## src/rtl/seg_ripple_adder_if.sv

```systemverilog
// Handshake and operand/result bundle for seg_ripple_adder.
// master drives operations and accepts results; slave is the adder.
interface seg_ripple_adder_if #(
  parameter int WIDTH = 16
);
  logic             in_valid;
  logic             in_ready;
  logic [WIDTH-1:0] a;
  logic [WIDTH-1:0] b;
  logic             cin;
  logic             sub;
  logic             out_valid;
  logic             out_ready;
  logic [WIDTH-1:0] sum;
  logic             cout;
  logic             ovf;

  modport master (
    output in_valid, a, b, cin, sub, out_ready,
    input  in_ready, out_valid, sum, cout, ovf
  );

  modport slave (
    input  in_valid, a, b, cin, sub, out_ready,
    output in_ready, out_valid, sum, cout, ovf
  );
endinterface

```

## src/rtl/seg_ripple_adder.sv

```systemverilog
// Multi-cycle ripple adder/subtractor: one SEG-bit slice per clock, LSB first,
// linked through a single carry register. Valid/ready on both sides.
module seg_ripple_adder #(
  parameter int WIDTH = 16,
  parameter int SEG   = 4
) (
  input  logic               clk,
  input  logic               rst_n,
  seg_ripple_adder_if.slave  bus
);
  localparam int NSEG = WIDTH / SEG;
  localparam int CW   = (NSEG > 1) ? $clog2(NSEG) : 1;
  localparam logic [CW-1:0] LAST = CW'(NSEG - 1);

  localparam logic [1:0] S_IDLE = 2'd0;
  localparam logic [1:0] S_RUN  = 2'd1;
  localparam logic [1:0] S_DONE = 2'd2;

  logic [1:0]       r_state;
  logic [CW-1:0]    r_cnt;
  logic             r_carry;
  logic [WIDTH-1:0] r_a;
  logic [WIDTH-1:0] r_b;
  logic [WIDTH-1:0] r_sum;
  logic             r_cout;
  logic             r_ovf;
  logic             r_out_valid;

  logic [SEG-1:0]   w_a_seg;
  logic [SEG-1:0]   w_b_seg;
  logic [SEG:0]     w_seg;
  logic             w_cmsb;

  // Segment selection by counter; constant slice bounds keep every SEG legal.
  always_comb begin
    w_a_seg = '0;
    w_b_seg = '0;
    for (int k = 0; k < NSEG; k++) begin
      if (r_cnt == CW'(k)) begin
        w_a_seg = r_a[k*SEG +: SEG];
        w_b_seg = r_b[k*SEG +: SEG];
      end
    end
    w_seg  = {1'b0, w_a_seg} + {1'b0, w_b_seg} + {{SEG{1'b0}}, r_carry};
    // Carry into a slice's top bit recovered from the sum bit itself.
    w_cmsb = w_seg[SEG-1] ^ w_a_seg[SEG-1] ^ w_b_seg[SEG-1];
  end

  always_ff @(posedge clk) begin
    if (!rst_n) begin
      r_state     <= S_IDLE;
      r_cnt       <= '0;
      r_carry     <= 1'b0;
      r_a         <= '0;
      r_b         <= '0;
      r_sum       <= '0;
      r_cout      <= 1'b0;
      r_ovf       <= 1'b0;
      r_out_valid <= 1'b0;
    end else begin
      case (r_state)
        S_IDLE: begin
          if (bus.in_valid) begin
            r_a     <= bus.a;
            r_b     <= bus.sub ? ~bus.b : bus.b;
            r_carry <= bus.sub | bus.cin;
            r_cnt   <= '0;
            r_state <= S_RUN;
          end
        end
        S_RUN: begin
          for (int k = 0; k < NSEG; k++) begin
            if (r_cnt == CW'(k)) r_sum[k*SEG +: SEG] <= w_seg[SEG-1:0];
          end
          r_carry <= w_seg[SEG];
          if (r_cnt == LAST) begin
            r_cout      <= w_seg[SEG];
            r_ovf       <= w_seg[SEG] ^ w_cmsb;
            r_out_valid <= 1'b1;
            r_state     <= S_DONE;
          end else begin
            r_cnt <= r_cnt + 1'b1;
          end
        end
        S_DONE: begin
          if (bus.out_ready) begin
            r_out_valid <= 1'b0;
            r_state     <= S_IDLE;
          end
        end
        default: r_state <= S_IDLE;
      endcase
    end
  end

  assign bus.in_ready  = (r_state == S_IDLE);
  assign bus.out_valid = r_out_valid;
  assign bus.sum       = r_sum;
  assign bus.cout      = r_cout;
  assign bus.ovf       = r_ovf;
endmodule

```

## src/flat_wrapper.sv

```systemverilog
// flat-port wrapper written by rule: the top's interface ports become plain ports
module seg_ripple_adder_flat 
#(
  parameter int WIDTH = 16,
  parameter int SEG   = 4
)
  (clk, rst_n, bus_in_valid, bus_a, bus_b, bus_cin, bus_sub, bus_out_ready, bus_in_ready, bus_out_valid, bus_sum, bus_cout, bus_ovf);
  seg_ripple_adder_if #(.WIDTH(WIDTH)) bus_i ();
  input  logic clk;
  input  logic rst_n;
  input wire logic [$bits(bus_i.in_valid)-1:0] bus_in_valid;
  input wire logic [$bits(bus_i.a)-1:0] bus_a;
  input wire logic [$bits(bus_i.b)-1:0] bus_b;
  input wire logic [$bits(bus_i.cin)-1:0] bus_cin;
  input wire logic [$bits(bus_i.sub)-1:0] bus_sub;
  input wire logic [$bits(bus_i.out_ready)-1:0] bus_out_ready;
  output wire logic [$bits(bus_i.in_ready)-1:0] bus_in_ready;
  output wire logic [$bits(bus_i.out_valid)-1:0] bus_out_valid;
  output wire logic [$bits(bus_i.sum)-1:0] bus_sum;
  output wire logic [$bits(bus_i.cout)-1:0] bus_cout;
  output wire logic [$bits(bus_i.ovf)-1:0] bus_ovf;
  assign bus_i.in_valid = bus_in_valid;
  assign bus_i.a = bus_a;
  assign bus_i.b = bus_b;
  assign bus_i.cin = bus_cin;
  assign bus_i.sub = bus_sub;
  assign bus_i.out_ready = bus_out_ready;
  assign bus_in_ready = bus_i.in_ready;
  assign bus_out_valid = bus_i.out_valid;
  assign bus_sum = bus_i.sum;
  assign bus_cout = bus_i.cout;
  assign bus_ovf = bus_i.ovf;
  seg_ripple_adder #(.WIDTH(WIDTH), .SEG(SEG)) u_core (.clk(clk), .rst_n(rst_n), .bus(bus_i));
endmodule
```

## config.mk

```make
export PLATFORM = sky130hd
export DESIGN_NAME = seg_ripple_adder_flat
export DESIGN_NICKNAME = d
export VERILOG_FILES = /design/src/rtl/seg_ripple_adder_if.sv /design/src/rtl/seg_ripple_adder.sv /design/src/flat_wrapper.sv
export SDC_FILE = /design/constraint.sdc
export NUM_CORES = 1
export LEC_CHECK = 0
export ABC_AREA = 1
export CORE_UTILIZATION = 46
export DETAILED_ROUTE_END_ITERATION = 7
export PLACE_DENSITY = 0.84
export SYNTH_ARGS = -nofsm -noshare
export SYNTH_HDL_FRONTEND = slang
export SYNTH_SLANG_ARGS = --single-unit
export TNS_END_PERCENT = 10
```

## constraint.sdc

```tcl
create_clock -name clk -period 2.6 [get_ports clk]
set_input_delay 0.26 -clock clk [delete_from_list [all_inputs] [get_ports clk]]
set_output_delay 0.26 -clock clk [all_outputs]
set_load 0.02 [all_outputs]
```

# Yosys cells after proc, flatten, opt, wreduce, memory -nomap -nowiden
# Cells that the tools add are included.
# totals
reg_bits,56
latchBits,0
mem_bits_rw,0
romBits,0
input_bits,38
output_inout_bits,20
memories,0
# classes
n_addsub,3
mul,0
div_mod_pow,0
order_cmp,0
eq_ne,9
shifts,0
muxes,21
bitwise_logic,5
n_reduce_logical,13
# op_table
cell,n
4-bit 2-to-1 mux,8
16-bit 2-to-1 mux,1
16-bit inverter,1
2-bit AND reduction,6
2-bit 2-to-1 mux,5
3-bit AND reduction,3
2-bit equality test (second input constant),3
2-bit inequality test (second input constant),3
2-bit case mux with 3 select lines,1
4-bit by 4-bit adder with 5-bit output,1
5-bit by 1-bit adder with 5-bit output,1
2-bit by 1-bit equality test with 1-bit output (second input constant),2
2-bit zero test,2
1-bit case mux with 2 select lines,2
2-bit case mux with 2 select lines,1
2-bit nonzero test,2
1-bit 2-to-1 mux,3
1-bit XOR,3
2-bit by 1-bit adder with 2-bit output (second input constant),1
2-bit by 1-bit inequality test with 1-bit output (second input constant),1
1-bit bitwise OR,1

# Logic depth before layout (Yosys ltp)
# Gate-level depths: netlist (run 1).
# depth
depth_word,10
depth_mapped,21
depth_no_buf,20

# Worst setup path after synthesis (run 1)
# Ideal clock, no wire load.
# synth_path
path_type,register -> register
startpoint,register u_core.r_cnt[1]
endpoint,register u_core.r_ovf (netlist: u_core.bus.ovf)
t_arrival_ns,2.575
setup_slack_ns,-0.083
stages_incl_launch_ff,21
n_path_buf,1
period_less_slack_ns,2.683
cell_sequence,dfxtp_1 inv_1 ha_1 buf_4 inv_4 nand2_1 inv_1 a22oi_1 nand2_1 o21ai_0 a21oi_1 fa_1 fa_1 a21oi_2 inv_1 nand3_1 nand2_1 nand2_1 nand3_1 nand2_1 inv_1
# synth_via
elab_chain_len,10
# synth_lines
item,line,source
"start, declared",seg_ripple_adder.sv:20,logic [CW-1:0] r_cnt;
"start signal, assigned",seg_ripple_adder.sv:82,r_cnt <= r_cnt + 1'b1;
2-bit zero test,seg_ripple_adder.sv:39,if (r_cnt == CW'(k)) begin
4-bit 2-to-1 mux (4 in series),seg_ripple_adder.sv:39,
4-bit by 4-bit adder with 5-bit output,seg_ripple_adder.sv:44,"w_seg = {1'b0, w_a_seg} + {1'b0, w_b_seg} + {{SEG{1'b0}}, r_carry};"
5-bit by 1-bit adder with 5-bit output,seg_ripple_adder.sv:44,
1-bit XOR (2 in series),seg_ripple_adder.sv:46,w_cmsb = w_seg[SEG-1] ^ w_a_seg[SEG-1] ^ w_b_seg[SEG-1];
1-bit XOR,seg_ripple_adder.sv:78,r_ovf <= w_seg[SEG] ^ w_cmsb;
"end signal, assigned",seg_ripple_adder.sv:78,
"end, declared",seg_ripple_adder.sv:26,logic r_ovf;
# Several ways; a longest one is shown, not always the timed one.
# A chain may end at the register's enable or synchronous reset.

# Worst setup path after layout (run 1)
# Same ends and word-level chain as after synthesis.

==> results of run 1 <==
==> flip-flops by register name, summed over array words and instances, names as in the netlist <==
name,cells
u_core.r_carry,1
u_core.r_state,2
u_core.bus.ovf,1
u_core.r_cnt,2
u_core.bus.cout,1
u_core.r_b,16
u_core.r_a,16
u_core.bus.sum,16
u_core.bus.out_valid,1
==> timing repair <==
action,CTS,global route
hold buffers,0,0
gates cloned,0,0
pin swaps,11,17
hold endpoints to repair,0,0
resized for setup,19,22
setup endpoints to repair,5,11
setup buffers,3,4
==> routing by layer <==
layer	global-route usage	vias to the layer above
li1	-	1298
met3	0.03793	25
met5	0	-
met1	0.2770	1225
met2	0.3793	115
met4	0.07818	0
==> logic make-up after synthesis <==
family                     Yosys count  share of synthesized area
adders and majority gates            9                    0.04653
AOI/OAI and AO/OA                   92                     0.2039
buffers and inverters               55                    0.09124
and+or+nand+nor                    128                     0.1953
DFF                                 56                     0.4088
xor gates and xnor gates            17                    0.05429
==> worst paths after layout <==
path	from	endpoint	slack, ns	cells after the start
min reg2reg	u_core.r_a[7]	u_core.r_a[7]	0.46	2
min	u_core.r_a[7]	u_core.r_a[7]	0.46	2
max reg2reg	u_core.r_cnt[1]	u_core.bus.ovf	-0.04	19
max	u_core.r_cnt[1]	u_core.bus.ovf	-0.04	19
==> Yosys cell counts (all sizes together) <==
cell,instances,share of area
nand3,14,0.029
fa,2,0.015
a21oi,31,0.061
a221oi,1,0.0032
o21ai,38,0.069
nand2,50,0.071
inv,36,0.050
o211ai,4,0.011
o22ai,1,0.0023
xnor2,10,0.032
ha,7,0.032
buf,13,0.032
o31ai,1,0.0027
clkbuf,6,0.0087
xor2,7,0.022
nor2,64,0.095
o21a,1,0.0027
a211oi,10,0.038
dfxtp,56,0.41
a22oi,5,0.014
==> cell type report <==
| cell class | instances | area (sq um) | share of cell area |
|---|---|---|---|
| clock buffer | 5 | 68.82 | 0.01838 |
| tap | 72 | 90.09 | 0.02406 |
| timing repair buffer | 83 | 773.2 | 0.2066 |
| multi-input combinational | 246 | 1503 | 0.4014 |
| clock inverter | 3 | 42.54 | 0.01136 |
| inverter | 36 | 140.1 | 0.03743 |
| sequential | 56 | 1126 | 0.3008 |
==> stage by stage <==
step	util	hold slack (ns)
after detailed placement	0.6103	0.4471
after CTS	0.6438	0.4654
after floorplan	-	0.3949
after global routing	0.6636	0.4943
after global placement	0.6103	0.4427
final	0.6636	0.4641
==> worst min-delay path: cells and delay by family (launching register included) <==
family	cells	cell delay, ns
flip-flops	1	0.31
buffers and inverters	1	0.06
AO/OA/AOI/OAI	1	0.06
==> where the power goes <==
part / internal [mW] / switching (mW)
clock: 0.286 / 0.291
combinational: 0.293 / 0.362
sequential: 0.918 / 0.0364
==> summary.md, run 1 <==
| Metric | Value |
|---|---|
| Commonest non-fill, non-tap cell in the layout | `nor2_1` |
| Input/output buffers | `57` |
| Ports | `58` |
| Pwr dens | `583.8 mW/mm^2` |
| Final min period | `2.636 ns` |
| Met2 wire len | `around 3300 microns` |
| Maximum vdd drop | `approximately 280 uV` |
| RSZ-0062 raised after global routing | `true` |
| CP Launch Type | `register` |
| Grt total ovfl | `0` |
| DP HPWL | `4622 microns` |
| Fin. max-slew vios | `0` |
| Setup TNS | `-0.03649 ns` |
| Die area | `0.006275 sq mm` |
| Synth Warn # | `0` |
| Most frequent cells in the layout | `60 x nor2_1, 57 x clkdlybuf4s50_1, 54 x dfxtp_1` |
| Final Non-Filler Cells | `501` |
| Total Power | `2.185 mW` |
| Hold Vio Cnt, Final | `0` |
| Sink Count | `56` |
| Final wirelength | `6889 microns` |
| Pre-CTS setup slack | `-0.1337 ns` |
| WL met1 | `2945 microns` |
| Status | `finished, violations left` |
| Slew HR | `0.4404` |
| FMAX | `between 0.3 and 0.4 GHz` |
| Synthesized Nets | `404` |
| CTS tree | `yes` |
| Setup Crit Path Kind | `register to register` |
| Initial antenna violation count | `0` |
| Drt wl/cell | `13.75 microns` |
| Nets | `about 480` |
| Gr usage total | `0.2211` |
| Die H | `slightly below 80 microns` |
| Max Root-Sink Buffers | `2` |
| Routed met3 length | `401 microns` |
| First-pass GRT wire length | `approximately 11000 microns` |
| Die X | `79.22 microns` |
| Post-DR vias/cell | `5.315` |
| CP dominant cell by count | `nand2_1` |
| CTS buffer count | `5` |
| Final GP Congestion | `0.9798` |
| DRC viols | `0` |
| Post-route design area | `0.003744 sq mm` |
| Crit end category | `register` |
| Vias post-DR | `2663` |
| Final WS setup | `-0.03649 ns` |
| Clock latency at the later pin of the worst-skew pair | `~0.31 ns` |
| Worst-path clk slew | `about 0.10 ns` |
| Register area share after synthesis | `0.4088` |
| Antenna Violating Nets Remaining | `0` |
| Core area | `0.005642 sq mm` |
| Slowest-stage cell, CP | `fa_2` |
| Post-synthesis cell count | `357` |
| Req. time, crit path | `about 2.8 ns` |
| Setup Viol. Count Final | `1` |
| Synth cell types | `33` |
| Root Buffer | `clkbuf_8` |
| #FFs+latches synth | `56` |
| Initial Utilization | `0.4861` |
| Initial drt markers | `around 250` |
| Max-cap violation count | `0` |
| Buf/Inv on CP | `5` |
| Proportion of layout cells with a drive suffix above 1 | `0.2098` |
| Average cell area after synthesis | `between 7 and 8 sq um` |
| Leak Pwr | `1.568 nW` |
| CP max FO | `4` |
| Top Family by Delay on Critical Path | `adder cells` |
| Largest net degree at the start of global routing | `36` |
| Placed instance area | `0.003443 sq mm` |
| Post-Place Cells | `486` |
| Post-Syn Area | `between 0.002 and 0.003 sq mm` |
| Failing checks | `negative setup slack` |
| Worst endpoint data arrival time | `2.86 ns` |
| Hold Path Class | `register to register` |
| Top sig layer | `met4` |
| Slowest cell delay on critical path | `just under 0.4 ns` |
| ANT cells | `0` |
| Rows | `27` |
| Final worst path period share | `1.014` |
| Clock skew | `0.005945 ns` |
| Worst Tran Pin Value | `between 0.8 and 0.9 ns` |
| CP Cell Sequence | `inv_2, buf_6, ha_4, nand2_4, inv_4, a22oi_2, nand2_1, o21ai_2, a21oi_2, fa_2, fa_2, a21oi_4, inv_2, nand2_1, nand2_1, nand3_2, nand3_2, nand2_1, inv_1` |
| Layout area overhead | `36.50%` |
| Max H-tree Level | `2` |
| Fill cell count | `445` |
| Pre-Repair DR Iteration Count | `5` |
| Vias in the first global route | `around 2400` |
Note: power is estimated with default switching activity, not from simulation.
==> run 2, diff against run 1 <==
--- a/config.mk
+++ b/config.mk
@@ -6,9 +6,10 @@
 export NUM_CORES = 1
 export LEC_CHECK = 0
 export ABC_AREA = 1
-export CORE_UTILIZATION = 46
+export CORE_ASPECT_RATIO = 1.2
+export CORE_UTILIZATION = 40
 export DETAILED_ROUTE_END_ITERATION = 7
-export PLACE_DENSITY = 0.84
+export PLACE_DENSITY = 0.76
 export SYNTH_ARGS = -nofsm -noshare
 export SYNTH_HDL_FRONTEND = slang
 export SYNTH_SLANG_ARGS = --single-unit
==> run 2 against run 1 <==
  * The flow now finishes without violations
  * Global-route usage is 3.4 points lower
  * Combinational power is 5.4% lower
  * Via count is 5.6% lower
  * Critical path depth is 2 lower
  * Clock skew is 0.0020 ns higher
  * Setup slack better by 0.087 ns
==> summary.md, run 2 (synthesized netlist as in run 1, its figures left out) <==
| Metric | Value |
|---|---|
| CP Cell Sequence | `buf_6, ha_4, buf_6, a22oi_2, nand2_1, o21ai_2, a21oi_2, fa_2, fa_2, a21oi_4, inv_2, nand3_2, nand2_2, nand2_2, nand3_2, nand2_1, inv_1` |
| Req. time, crit path | `around 2.8 ns` |
| Setup Viol. Count Final | `0` |
| Crit path from | `u_core.r_cnt[0]` |
| Worst Tran Pin Value | `a little under 0.8 ns` |
| Post-DR vias/cell | `4.922` |
| RR Startpoint | `u_core.r_cnt[0]` |
| Max H-tree Level | `2` |
| Pwr dens | `575.5 mW/mm^2` |
| CTS tree | `yes` |
| Max Root-Sink Buffers | `2` |
| CP max FO | `4` |
| Die area | `0.007193 sq mm` |
| Final wirelength | `a little over 6000 microns` |
| Initial Utilization | `0.4202` |
| CP Launch Type | `register` |
| First-pass GRT wire length | `about 11000 microns` |
| RSZ-0062 raised after global routing | `true` |
| Slowest-stage cell, CP | `fa_2` |
| Proportion of layout cells with a drive suffix above 1 | `0.1972` |
| Die X | `77.59 microns` |
| Die H | `approximately 93 microns` |
| Grt total ovfl | `0` |
| Total Power | `2.135 mW` |
| Most frequent cells in the layout | `60 x nor2_1, 57 x clkdlybuf4s50_1, 55 x dfxtp_1` |
| Fin. max-slew vios | `0` |
| Initial drt markers | `around 100` |
| Hold_sp | `u_core.r_a[15]` |
| Root Buffer | `clkbuf_8` |
| Fill cell count | `594` |
| Pre-CTS setup slack | `-0.1688 ns` |
| Slowest cell delay on critical path | `just under 0.4 ns` |
| ANT cells | `0` |
| FMAX | `0.3923 GHz` |
| Hold path cells | `2` |
| Hold Vio Cnt, Final | `0` |
| Clock skew | `0.007982 ns` |
| Vias post-DR | `between 2000 and 3000` |
| Final GP Congestion | `approximately 0.88` |
| Max-cap violation count | `0` |
| Antenna Violating Nets Remaining | `0` |
| Drt wl/cell | `approximately 12 microns` |
| Ports | `58` |
| Worst r2r dst | `u_core.bus.ovf` |
| Final min period | `2.549 ns` |
| Input/output buffers | `57` |
| Commonest non-fill, non-tap cell in the layout | `nor2_1` |
| Final WS setup | `0.05098 ns` |
| Hold_buf cts | `0` |
| Status | `complete, no violations` |
| Maximum vdd drop | `243.4 uV` |
| CTS buffer count | `5` |
| Slew HR | `0.4697` |
| R2R depth | `17` |
| Rows | `32` |
| Final worst path period share | `0.9804` |
| Crit end category | `register` |
| R2R setup slack | `a little over 0.05 ns` |
| Hold Path Class | `register to register` |
| DRC viols | `0` |
| Initial antenna violation count | `0` |
| Sink Count | `56` |
| Nets | `472` |
| DP HPWL | `about 4700 microns` |
| Core area | `~0.0065 sq mm` |
| Setup Crit Path Kind | `register to register` |
| Worst endpoint data arrival time | `2.76 ns` |
| Vias in the first global route | `2447` |
| Gr usage total | `0.1872` |
| Clock latency at the later pin of the worst-skew pair | `0.31 ns` |
| Largest net degree at the start of global routing | `36` |
| Pre-Repair DR Iteration Count | `5` |
| Leak Pwr | `1.561 nW` |
| Layout area overhead | `35.26%` |
| Hold Crit Endpoint | `u_core.r_a[15]` |
| Worst-path clk slew | `approximately 0.10 ns` |
run 2: changes by cell type in the layout (fill, tap and decap cells not counted), moves of 2 or more:
| cell | change |
|---|---|
| nand3_1 | +2 |
| nand2_2 | +3 |
| ha_4 | -2 |
| buf_4 | -5 |
| o21ai_2 | +2 |
| nand3_2 | -2 |
| nand2_1 | -3 |
run 2: worst max path at each step:
stage	endpoint	slack [ns]	cells after the start
global route	u_core.bus.ovf	-0.09	19
finish	u_core.bus.ovf	0.05	17
detailed placement	u_core.bus.ovf	-0.17	19
global placement	u_core.bus.ovf	-0.02	17
floorplan	u_core.bus.ovf	0.009	20
CTS	u_core.bus.ovf	-0.05	17
run 2: repair_timing:
| action | in CTS | in global routing |
|---|---|---|
| setup buffers | 2 | 3 |
| hold endpoints to repair | 0 | 0 |
| gates resized for setup | 17 | 21 |
| setup endpoints to repair | 3 | 10 |
| pin swaps | 12 | 14 |
run 2: power by group:
part	total (mW)	internal (mW)	switching, mW	leakage (nW)
clock network	0.562	0.286	0.275	0.0552
registers	0.954	0.918	0.0360	0.460
logic	0.619	0.289	0.330	1.05
run 2: layer usage:
| metal | vias to the layer above | GRT usage | part of all wire |
|---|---|---|---|
| met5 | - | 0 | 0 |
| met4 | 0 | 0.07233 | 0.010 |
| met3 | 6 | 0.03547 | 0.051 |
| met2 | 70 | 0.3400 | 0.52 |
| met1 | 1141 | 0.2142 | 0.42 |
| li1 | 1298 | - | - |
run 2: critical path: cells and delay by family (launching register included):
family                   cells  cell delay, ns
adder cells (fa/ha/maj)      3            0.93
AND/OR/NAND/NOR              6            0.39
AO/OA/AOI/OAI                4            0.45
flip-flops                   1            0.35
buffers and inverters        4            0.33
run 2: final cells by class:
class | count | area [sq um] | area share
Sequential cell | 56 | 1122 | 0.3025
Tap cell | 85 | 106.4 | 0.02867
Timing Repair Buffer | 80 | 767.0 | 0.2067
Multi-Input combinational cell | 246 | 1466 | 0.3953
Clock inverter | 2 | 35.03 | 0.009444
Inverter | 36 | 140.1 | 0.03777
Clock buffer | 6 | 72.57 | 0.01956
run 2: per-stage QoR:
step                      area, sq um  cells  setup TNS, ns  hold slack (ns)    util
after floorplan                  2753    357              0           0.3949       -
after global placement           3452    498       -0.02034           0.4363  0.5289
after detailed placement         3452    498        -0.2778           0.4500  0.5289
after CTS                        3621    508       -0.05061           0.4636  0.5548
after global routing             3710    511        -0.2804           0.4885  0.5684
final                            3710    511              0           0.4603  0.5684
